$ cat config.mk
export PLATFORM = sky130hd
export DESIGN_NAME = ram_arbiter
export DESIGN_NICKNAME = d
export VERILOG_FILES = /design/src/rtl/ram_arbiter.sv
export SDC_FILE = /design/constraint.sdc
export NUM_CORES = 1
export LEC_CHECK = 0
export CAP_MARGIN = 40
export CELL_PAD_IN_SITES_DETAIL_PLACEMENT = 0
export CELL_PAD_IN_SITES_GLOBAL_PLACEMENT = 1
export CORE_ASPECT_RATIO = 1.4
export CORE_MARGIN = 8
export CORE_UTILIZATION = 26
export CTS_CLUSTER_DIAMETER = 50
export DETAILED_ROUTE_END_ITERATION = 12
export GPL_ROUTABILITY_DRIVEN = 0
export PLACE_DENSITY = 0.93
export REMOVE_ABC_BUFFERS = 1
export SLEW_MARGIN = 30
export SYNTH_ARGS = -nofsm -noshare
export SYNTH_HDL_FRONTEND = slang
export SYNTH_SLANG_ARGS = --single-unit
$ cat constraint.sdc
create_clock -name clk -period 2.8 [get_ports clk]
set_clock_uncertainty 0.2 [all_clocks]
set_input_delay 0.56 -clock clk [delete_from_list [all_inputs] [get_ports clk]]
set_output_delay 0.56 -clock clk [all_outputs]
set_load 0.01 [all_outputs]
$ cat src/rtl/ram_arbiter.sv
// ram_arbiter: round-robin arbiter sharing one RAM among NUM_REQ requesters, one command per transaction
module ram_arbiter #(
   parameter int NUM_REQ    = 3,
   parameter int DATA_WIDTH = 16,
   parameter int ADDR_WIDTH = 8
) (
   input  logic                          clk,
   input  logic                          reset,
   input  logic [NUM_REQ-1:0]            req,
   input  logic [NUM_REQ-1:0]            req_we,
   input  logic [NUM_REQ*ADDR_WIDTH-1:0] req_addr,
   input  logic [NUM_REQ*DATA_WIDTH-1:0] req_wdata,
   output logic [NUM_REQ-1:0]            gnt,
   output logic [NUM_REQ-1:0]            done,
   output logic [DATA_WIDTH-1:0]         rdata,
   output logic                          busy,
   output logic [15:0]                   ram_opcode,
   output logic [15:0]                   ram_operand,
   output logic [15:0]                   ram_write_data,
   output logic                          ram_read_enable,
   output logic                          ram_write_enable,
   input  logic [15:0]                   ram_read_data
);
   localparam int IW = NUM_REQ > 2 ? 2 : 1;
   localparam logic [1:0] IDLE = 2'd0, ISSUE = 2'd1, RESP = 2'd2;
   logic [1:0]            state;
   logic [IW-1:0]         rr_ptr, cmd_id, win_id;
   logic [IW-1:0]         cand [NUM_REQ];
   logic                  cmd_we, win_ok, issue;
   logic [ADDR_WIDTH-1:0] cmd_addr;
   logic [DATA_WIDTH-1:0] cmd_wdata;
   assign issue = state == ISSUE;
   always_comb begin
      for (int j = 0; j < NUM_REQ; j++) cand[j] = IW'((int'(rr_ptr) + j) % NUM_REQ);
   end
   // scanned from lowest priority up so the highest-priority hit is written last
   always_comb begin
      win_ok = 1'b0;
      win_id = '0;
      for (int j = NUM_REQ - 1; j >= 0; j--) begin
         if (req[cand[j]]) begin
            win_ok = 1'b1;
            win_id = cand[j];
         end
      end
   end
   always_ff @(posedge clk) begin
      if (!reset) begin
         state     <= IDLE;
         rr_ptr    <= '0;
         cmd_id    <= '0;
         cmd_we    <= 1'b0;
         cmd_addr  <= '0;
         cmd_wdata <= '0;
         rdata     <= '0;
      end else begin
         if (issue && !cmd_we) rdata <= DATA_WIDTH'(ram_read_data);
         if (!issue && win_ok) begin
            state     <= ISSUE;
            rr_ptr    <= IW'((int'(win_id) + 1) % NUM_REQ);
            cmd_id    <= win_id;
            cmd_we    <= req_we[win_id];
            cmd_addr  <= req_addr[int'(win_id)*ADDR_WIDTH +: ADDR_WIDTH];
            cmd_wdata <= req_wdata[int'(win_id)*DATA_WIDTH +: DATA_WIDTH];
         end else begin
            state <= issue ? RESP : IDLE;
         end
      end
   end
   assign gnt              = issue ? NUM_REQ'(1) << cmd_id : '0;
   assign done             = state == RESP ? NUM_REQ'(1) << cmd_id : '0;
   assign busy             = state != IDLE;
   assign ram_opcode       = !issue ? 16'h0000 : cmd_we ? 16'h9100 : 16'h9200;
   assign ram_operand      = issue ? 16'(cmd_addr) : '0;
   assign ram_write_data   = issue && cmd_we ? 16'(cmd_wdata) : '0;
   assign ram_read_enable  = issue && !cmd_we;
   assign ram_write_enable = issue && cmd_we;
endmodule

# After elaboration in Yosys (flattened, before gate mapping)
# Cells that the tools add are included.
totals:
  reg_bits: 47
  inputBits: 96
  out_inout_bits: 73
  wordCells: 54
op_classes:
  n_addsub: 3
  n_div: 4
  magnitude_cmp: 4
  n_eq_ne: 2
  shift: 3
  n_mux: 22
  n_bitwise: 1
  reduce_logical: 7
op_table:
  columns: ["cell", "n"]
  rows:
  - ["modulo 32 x 3 -> 32 bit, second input constant", 3]
  - ["indexed part select 48 x 7 -> 16 bit", 1]
  - ["modulo 3 x 3 -> 32 bit, second input constant", 1]
  - ["2-to-1 mux 16 bit", 2]
  - ["indexed part select 24 x 6 -> 8 bit", 1]
  - ["less-than comparator 2 x 3 -> 1 bit, second input constant", 4]
  - ["2-to-1 mux 10 bit", 1]
  - ["binary-select mux 1 bit (select 2 bit)", 4]
  - ["2-to-1 mux 1 bit", 8]
  - ["2-to-1 mux 2 bit", 4]
  - ["2-to-1 mux 8 bit", 1]
  - ["adder 2 x 1 -> 3 bit, second input constant", 2]
  - ["2-to-1 mux 3 bit", 2]
  - ["adder 2 x 2 -> 3 bit, second input constant", 1]
  - ["logical AND 1 bit", 3]
  - ["<< shifter 1 x 2 -> 3 bit, first input constant", 1]
  - ["== test 2 x 1 -> 1 bit, second input constant", 1]
  - ["== test 2 bit, second input constant", 1]
  - ["logical NOT 1 bit", 2]
  - ["nonzero test 2 bit", 1]
  - ["OR reduction 2 bit", 1]
  - ["NOT 1 bit", 1]

# Logic depth before layout (Yosys ltp)
# Gate-level depths: netlist of run 1.
logic_depth:
  word_depth: 9
  mapped_depth: 11
  mapped_depth_nobuf: 7

# Worst setup path after synthesis of run 1
# Ideal clock, no wire load.
synth_path:
  path_kind: "register to register"
  from: "register rr_ptr[0]"
  to: "register cmd_wdata[10]"
  setup_ns: 0.117
  arrival_time_ns: 2.199
  t_required_ns: 2.483
  slack_ns: 0.284
  stages_incl_launch_ff: 11
  n_path_buf: 3
  period_less_slack_ns: 2.516
  cell_sequence: "dfxtp_1 > inv_1 > ha_1 > buf_2 > nor2b_1 > o2111ai_2 > and2_1 > buf_2 > clkbuf_1 > a31oi_1 > a32o_1"
synth_between:
  elab_chain_cells: 8
  elab_cells_between_ends: 19
  classes_between: "add/sub: 2; div: 3; shift: 1; mux: 12; reduce/logical: 1"
synth_rtl:
  columns: ["item", "line", "rtl"]
  rows:
  - ["start: declaration", "27", "logic [IW-1:0] rr_ptr, cmd_id, win_id;"]
  - ["start signal: assignment", "60", "rr_ptr <= IW'((int'(win_id) + 1) % NUM_REQ);"]
  - ["adder 2 x 2 -> 3 bit", "34", "for (int j = 0; j < NUM_REQ; j++) cand[j] = IW'((int'(rr_ptr) + j) % NUM_REQ);"]
  - ["modulo 32 x 3 -> 32 bit", "34", null]
  - ["binary-select mux 1 bit (select 2 bit)", "41", "if (req[cand[j]]) begin"]
  - ["2-to-1 mux 1 bit (not written as such)", "41", null]
  - ["2-to-1 mux 2 bit or 2-to-1 mux 1 bit (tied branches) (3 in a row)", "41", null]
  - ["indexed part select 48 x 7 -> 16 bit or logical AND 1 bit (tied branches)", "64, 58", null]
  - ["end signal: assignment", "64", "cmd_wdata <= req_wdata[int'(win_id)*DATA_WIDTH +: DATA_WIDTH];"]
  - ["end: declaration", "31", "logic [DATA_WIDTH-1:0] cmd_wdata;"]
# Several ways; a longest one is shown, not always the timed one. The select of a mux whose other input is x is not followed.
# A chain may end at the register's enable or synchronous reset.

# Worst setup path in the final report of run 1
layout_path:
  from: "register cmd_we"
  to: "output port ram_opcode[9]"
layout_between:
  elab_chain_cells: 2
layout_rtl:
  columns: ["item", "line", "rtl"]
  rows:
  - ["start: declaration", "29", "logic cmd_we, win_ok, issue;"]
  - ["start signal: assignment", "62", "cmd_we <= req_we[win_id];"]
  - ["2-to-1 mux 10 bit", "73", "assign ram_opcode = !issue ? 16'h0000 : cmd_we ? 16'h9100 : 16'h9200;"]
  - ["2-to-1 mux 16 bit", "73", null]
  - ["end: declaration", "17", "output logic [15:0] ram_opcode,"]
# Every way passes these cells.

==> results of run 1 <==
metrics by stage:
step,instance area (um^2),total power [mW],setup TNS (ns)
finish,4560,3.84,0
global route,4560,4.10,0
CTS,4560,3.89,0
detailed placement,4420,3.29,-0.301
global placement,4420,3.21,0
floorplan,2570,2.22,-5.45
layout by cell type (no fill, tap or decap), drive strengths merged, types with 5 or more instances in the layout:
cell type	instances
a21oi	43
a31oi	25
a32o	25
and2	11
and3	16
buf	17
clkbuf	5
clkdlybuf4s50	148
conb	20
dfxtp	47
inv	31
nand2	38
nand2b	7
nor2	8
or3	25
flip-flops by register name (all words and copies together) (netlist names):
register,count
rr_ptr,2
cmd_we,1
cmd_addr,8
rdata,16
cmd_id,2
state,2
cmd_wdata,16
per-layer routing:
metal  share of wire, %  vias up  track usage (%)
li1                   -     1499                -
met1                 38     1397             14.1
met2                 49      165             24.9
met3                 11       12             6.19
met4                1.5        0             4.06
met5                  0        -                0
final cells by class:
class                           count  share of cell area, %
Clock buffer                        5                   2.74
Clock inverter                      3                  0.439
Inverter                           32                   2.63
Multi-Input combinational cell    247                   33.0
Sequential cell                    47                   20.6
Tap cell                          141                   3.87
Timing Repair Buffer              165                   36.6
worst min-delay path by stage:
stage	start	to	slack (ns)	cells past startpoint
finish	rdata[8]	rdata[8]	0.25	2
global route	rdata[6]	rdata[6]	0.28	2
CTS	rdata[9]	rdata[9]	0.26	2
detailed placement	rdata[6]	rdata[6]	0.25	2
global placement	cmd_wdata[8]	cmd_wdata[8]	0.24	1
floorplan	cmd_addr[0]	cmd_addr[0]	0.23	1
power by group through the flow:
stage	combinational (mW)	clock (mW)	sequential, mW
floorplan	1.20	0	1.02
global placement	2.18	0	1.03
detailed placement	2.25	0	1.04
CTS	2.25	0.611	1.02
global route	2.41	0.633	1.06
finish	2.23	0.592	1.02
cells in the mapped netlist, types with 2 or more instances:
| cell | instances | share of area [%] |
|---|---|---|
| nor2_1 | 7 | 0.93 |
| nand3b_1 | 3 | 0.80 |
| buf_4 | 24 | 6.4 |
| a32o_1 | 25 | 8.8 |
| clkbuf_1 | 20 | 2.7 |
| buf_1 | 2 | 0.27 |
| and3_1 | 16 | 3.5 |
| or3_1 | 25 | 5.5 |
| inv_1 | 31 | 4.1 |
| mux2_2 | 2 | 0.80 |
| buf_2 | 5 | 0.88 |
| a31oi_1 | 25 | 5.5 |
| and2_1 | 11 | 2.4 |
| o22ai_1 | 2 | 0.44 |
| nor2b_1 | 2 | 0.44 |
| nand2b_1 | 7 | 1.5 |
| mux2i_1 | 3 | 1.1 |
| buf_6 | 4 | 1.6 |
| a21oi_1 | 43 | 7.6 |
| dfxtp_1 | 47 | 33 |
| nor3_1 | 2 | 0.35 |
| nand2_1 | 38 | 5.0 |
| ha_1 | 3 | 1.3 |
cells by family (layout without fill, tap and decap cells):
group                    after synthesis  after routing  share of synthesized area, %
buffers and inverters                 87            205                          16.0
AND/OR/NAND/NOR                      114            114                          21.4
flip-flops                            47             47                          33.2
other                                  1             20                         0.132
multiplexers                           6              6                          2.39
adder cells (fa/ha/maj)                3              3                          1.33
AO/OA/AOI/OAI                        104            104                          25.6
worst max-delay path: stages (launching register included):
cell,delay (ns)
dfxtp_1,0.75
nand2b_1,0.21
clkinv_1,0.13
clkdlybuf4s50_1,0.51
==> metrics, run 1 <==
Final Setup Violations 0; Residual DRC 0; die area ~15000 um^2; post-synthesis cell area between 2000 and 3000 um^2; DP Cell Count approximately 630; Mapped Cells 362; proportion of layout cells with a drive suffix above 1 between 6 and 7%; period utilisation layout between 90% and 100%; crit path from cmd_we; Root Driver clkbuf_16; post-CTS sizing 0; startpoint types flop; DR iter-0 viols around 170; hpwl dp between 8000 and 9000 um; Layout area overhead 61.2%; number of vias per cell between 4 and 5; crit path time final roughly 2.7 ns; Relative slew margins approximately 55%; chip width ~100 um; Post-Route WL around 10000 um; Comb power frac between 50 and 60%; number of port buffers 148; Layout Nets just under 600; asr flop ratio synth 0%; Core Area between 10000 and 15000 um^2; Post-Layout Cell Count between 600 and 700; maximum vdd drop 0.392 mV; vias in the first global route 3332; initial antenna violation count 0; clock latency on the worst-skew pair ~0.28 ns; Seq pwr share a little over a quarter; final hold vios 0; Worst setup EP type output pin; Clk pwr share 15.4%; die span in y around 140 um; Psw 1.51 mW; IO Pins about 170; crit path DAT approximately 1.9 ns; Critical R2R Launch rr_ptr[0]; Synth warnings 0; FP Rows 45; CTS sink cnt 47; type of the most critical hold path flop to flop; Reg area 941 um^2; reg-to-reg slack, setup roughly 0.16 ns; outcome complete, no violations; hold slack final 0.252 ns; grt ovf 0; router iterations before antenna repair 4; worst-path fanout max 19; fmax roughly 380 MHz; worst reg-to-reg path cell count 9; CTS tree built; Clk pin slew, worst setup/hold paths about 0.070 ns; WS Path Type flop to output pin; H-tree depth 2; Seq cells post-synth 47; Post-DRT Antenna Nets 0; Internal Power roughly 2.3 mW; largest net degree at the start of global routing 33; register area share after synthesis 33.2%; Multi-input gate area 1510 um^2; final worst slack ~0.14 ns; Main synth FF type dfxtp_1; CTS buffer count 5; Slew Limit Fails 0; Avg Synthesized Cell Area between 7 and 8 um^2; RSZ-0062 raised after global routing no; max_cap viols 0; capture point of the critical path ram_opcode[9]; via count 3073; PD cells 843 nW/um^2; post-place setup slack -0.0323 ns; hold_buf cts 0; GRT Total Usage between 10 and 15%; Initial Util roughly a quarter; clk buf depth 2; WP data required just over 2 ns; Post-synth EDFFs 0; Fillers around 1100; fin util between 40% and 50%; global-route wire length before repair approximately 17000 um; number of setup buffers added after CTS 0; Worst Tran Pin Value 0.672 ns; Pleak between 1.5 and 2 nW; drt wl/cell ~16 um; r2r endpoint cmd_wdata[3]; Antenna diodes 0; switching part of the total 39.4%; Synth cell types 38
Power figures use the tool's default switching activity.
==> inputs of run 2 (changes only) <==
- SKIP_LAST_GASP: unset -> 1
==> results of run 2 <==
Same layout as run 1: the final DEF is identical, and so are final timing and power.
==> inputs of run 3 (changes only) <==
- CTS_BUF_LIST: unset -> sky130_fd_sc_hd__clkbuf_4
==> run 3 against run 2 <==
Critical path depth up 2. Worst hold slack improved by 0.011 ns. Power fell by 6.6%. Design area down 1.8%. Critical path type unchanged. Largest power group unchanged.
==> metrics, run 3 (synthesized netlist as in run 1, its figures left out) <==
global-route wire length before repair 16600 um (-0.29%); DP Cell Count 632 (unchanged); final hold vios 0 (unchanged); GRT Total Usage 13.8% (-0.019 points); CP top delay family buffers and inverters; outcome complete, no violations; Residual DRC 0 (unchanged); Slew Limit Fails 0 (unchanged); Top Registers cmd_wdata x16, rdata x16, cmd_addr x8; largest net degree at the start of global routing 33 (unchanged); Layout Nets 597 (unchanged); number of vias per cell 4.82 (+0.33%); Post-DRT Antenna Nets 0 (unchanged); vias in the first global route 3339 (+0.21%); maximum vdd drop 0.382 mV (-2.7%); worst path bufs/invs 3 (+1); Layout area overhead 58.3%; Area after DPL 4420 um^2 (unchanged); die span in y 139 um (unchanged); CP Cell Sequence nand2b_1 > inv_1 > buf_6 > and3_1 > clkdlybuf4s50_1; proportion of layout cells with a drive suffix above 1 6.81% (+0.20 points); die area 14500 um^2 (unchanged); WS Path Type flop to output pin; IO Pins 169 (unchanged); Pleak 1.78 nW (-2.1%); CTS buffer count 5 (unchanged); number of port buffers 148 (unchanged); WP data required 2.04 ns (about the same); hold slack final 0.263 ns (+0.0107 ns); DR iter-0 viols 167 (-2.9%); fmax 372 MHz (-0.89%); hpwl dp 8040 um (unchanged); max_cap viols 0 (unchanged); reg-to-reg slack, setup 0.17 ns (about the same); post-layout instance area 4480 um^2 (-1.8%); Post-Route WL 10400 um (+0.22%); crit path DAT 1.93 ns (+0.03 ns); chip width 104 um (unchanged); Root Driver clkbuf_4; worst-path fanout max 28 (+9); H-tree depth 2 (unchanged); router iterations before antenna repair 4 (unchanged); crit path from state[1]; worst reg-to-reg path cell count 9 (unchanged); most frequent cells in the layout clkdlybuf4s50_1 (148), dfxtp_1 (46), a21oi_1 (43); Final Setup Violations 0 (unchanged); Clk pin slew, worst setup/hold paths 0.15 ns (+0.08 ns); Worst setup EP type output pin; Crit path depth 5 (+2); r2r endpoint cmd_wdata[3]; Critical R2R Launch rr_ptr[0]; Antenna diodes 0 (unchanged); type of the most critical hold path flop to flop; clock latency on the worst-skew pair 0.36 ns (+0.08 ns); crit path time final 2.69 ns (+0.0238 ns); leading cell type in the layout, fill and taps excluded clkdlybuf4s50_1; CTS tree built; CP max stage cell clkdlybuf4s50_1; CP max stage delay 0.59 ns (-0.16 ns); via count 3083 (+0.33%); capture point of the critical path ram_write_data[12]; Post-Layout Cell Count 640 (unchanged); initial antenna violation count 0 (unchanged); FP Rows 45 (unchanged); startpoint types flop; period utilisation layout 95.9% (+0.85 points); drt wl/cell 16.2 um (+0.22%); CTS sink cnt 47 (unchanged); Initial Util 26.3% (unchanged); PD cells 802 nW/um^2 (-4.9%); total negative slack 0 ns (unchanged); grt ovf 0 (unchanged); clk buf depth 2 (unchanged); Core Area 10800 um^2 (unchanged)
run 3: cell counts in the layout (fill, tap and decap cells not counted):
No cell type changed its count.
run 3: how the worst min path moves through the flow:
stage	slack (ns)	depth (start not counted)	endpoint	startpoint
2_1_floorplan	0.23	1	cmd_addr[0]	cmd_addr[0]
3_3_place_gp	0.24	1	cmd_wdata[8]	cmd_wdata[8]
6_report	0.26	2	rdata[8]	rdata[8]
3_5_place_dp	0.25	2	rdata[6]	rdata[6]
5_1_grt	0.29	2	rdata[6]	rdata[6]
4_1_cts	0.27	2	rdata[9]	rdata[9]
run 3: power breakdown:
part / internal (mW) / switching [mW] / total (mW)
combinational: 1.12 / 1.13 / 2.24
clock: 0.0964 / 0.233 / 0.329
sequential: 0.888 / 0.132 / 1.02
run 3: layer usage:
layer  vias to the layer above  GRT usage [%]  routed length [um]
li1                       1496              -                   -
met4                         0           4.06                 142
met3                        10           6.33                1050
met5                         -              0                   0
met2                       170           25.0                5100
met1                      1407           13.9                4100
run 3: metrics by stage:
stage,util [%],setup WS (ns),power (mW)
detailed placement,41.1,-0.0323,3.29
global placement,41.1,0.0126,3.21
CTS,41.6,0.0148,3.62
floorplan,-,-0.219,2.22
finish,41.7,0.115,3.59
global route,41.7,-0.00475,3.84
run 3: worst register-to-register path: stages, from the launching register on:
cell and delay [ns]:
dfxtp_1 0.38, inv_1 0.07, ha_1 0.40, nor2b_1 0.18, o2111ai_2 0.20, buf_4 0.34, and2_1 0.23, buf_12 0.19
a31oi_1 0.11, a32o_1 0.25
run 3: what timing repair did:
item,in CTS,in global routing
hold buffers,0,0
resized for setup,1,1
buffers inserted,0,0
setup endpoints to repair,2,25
run 3: layout make-up:
type | instances | area, um^2
clock inverters | 3 | 20.0
multi-input cells | 247 | 1510
inverters | 32 | 120
clock buffers | 5 | 37.5
well taps | 141 | 176
fillers | 1084 | 6270
flip-flops and latches | 47 | 942
repair buffers | 165 | 1680
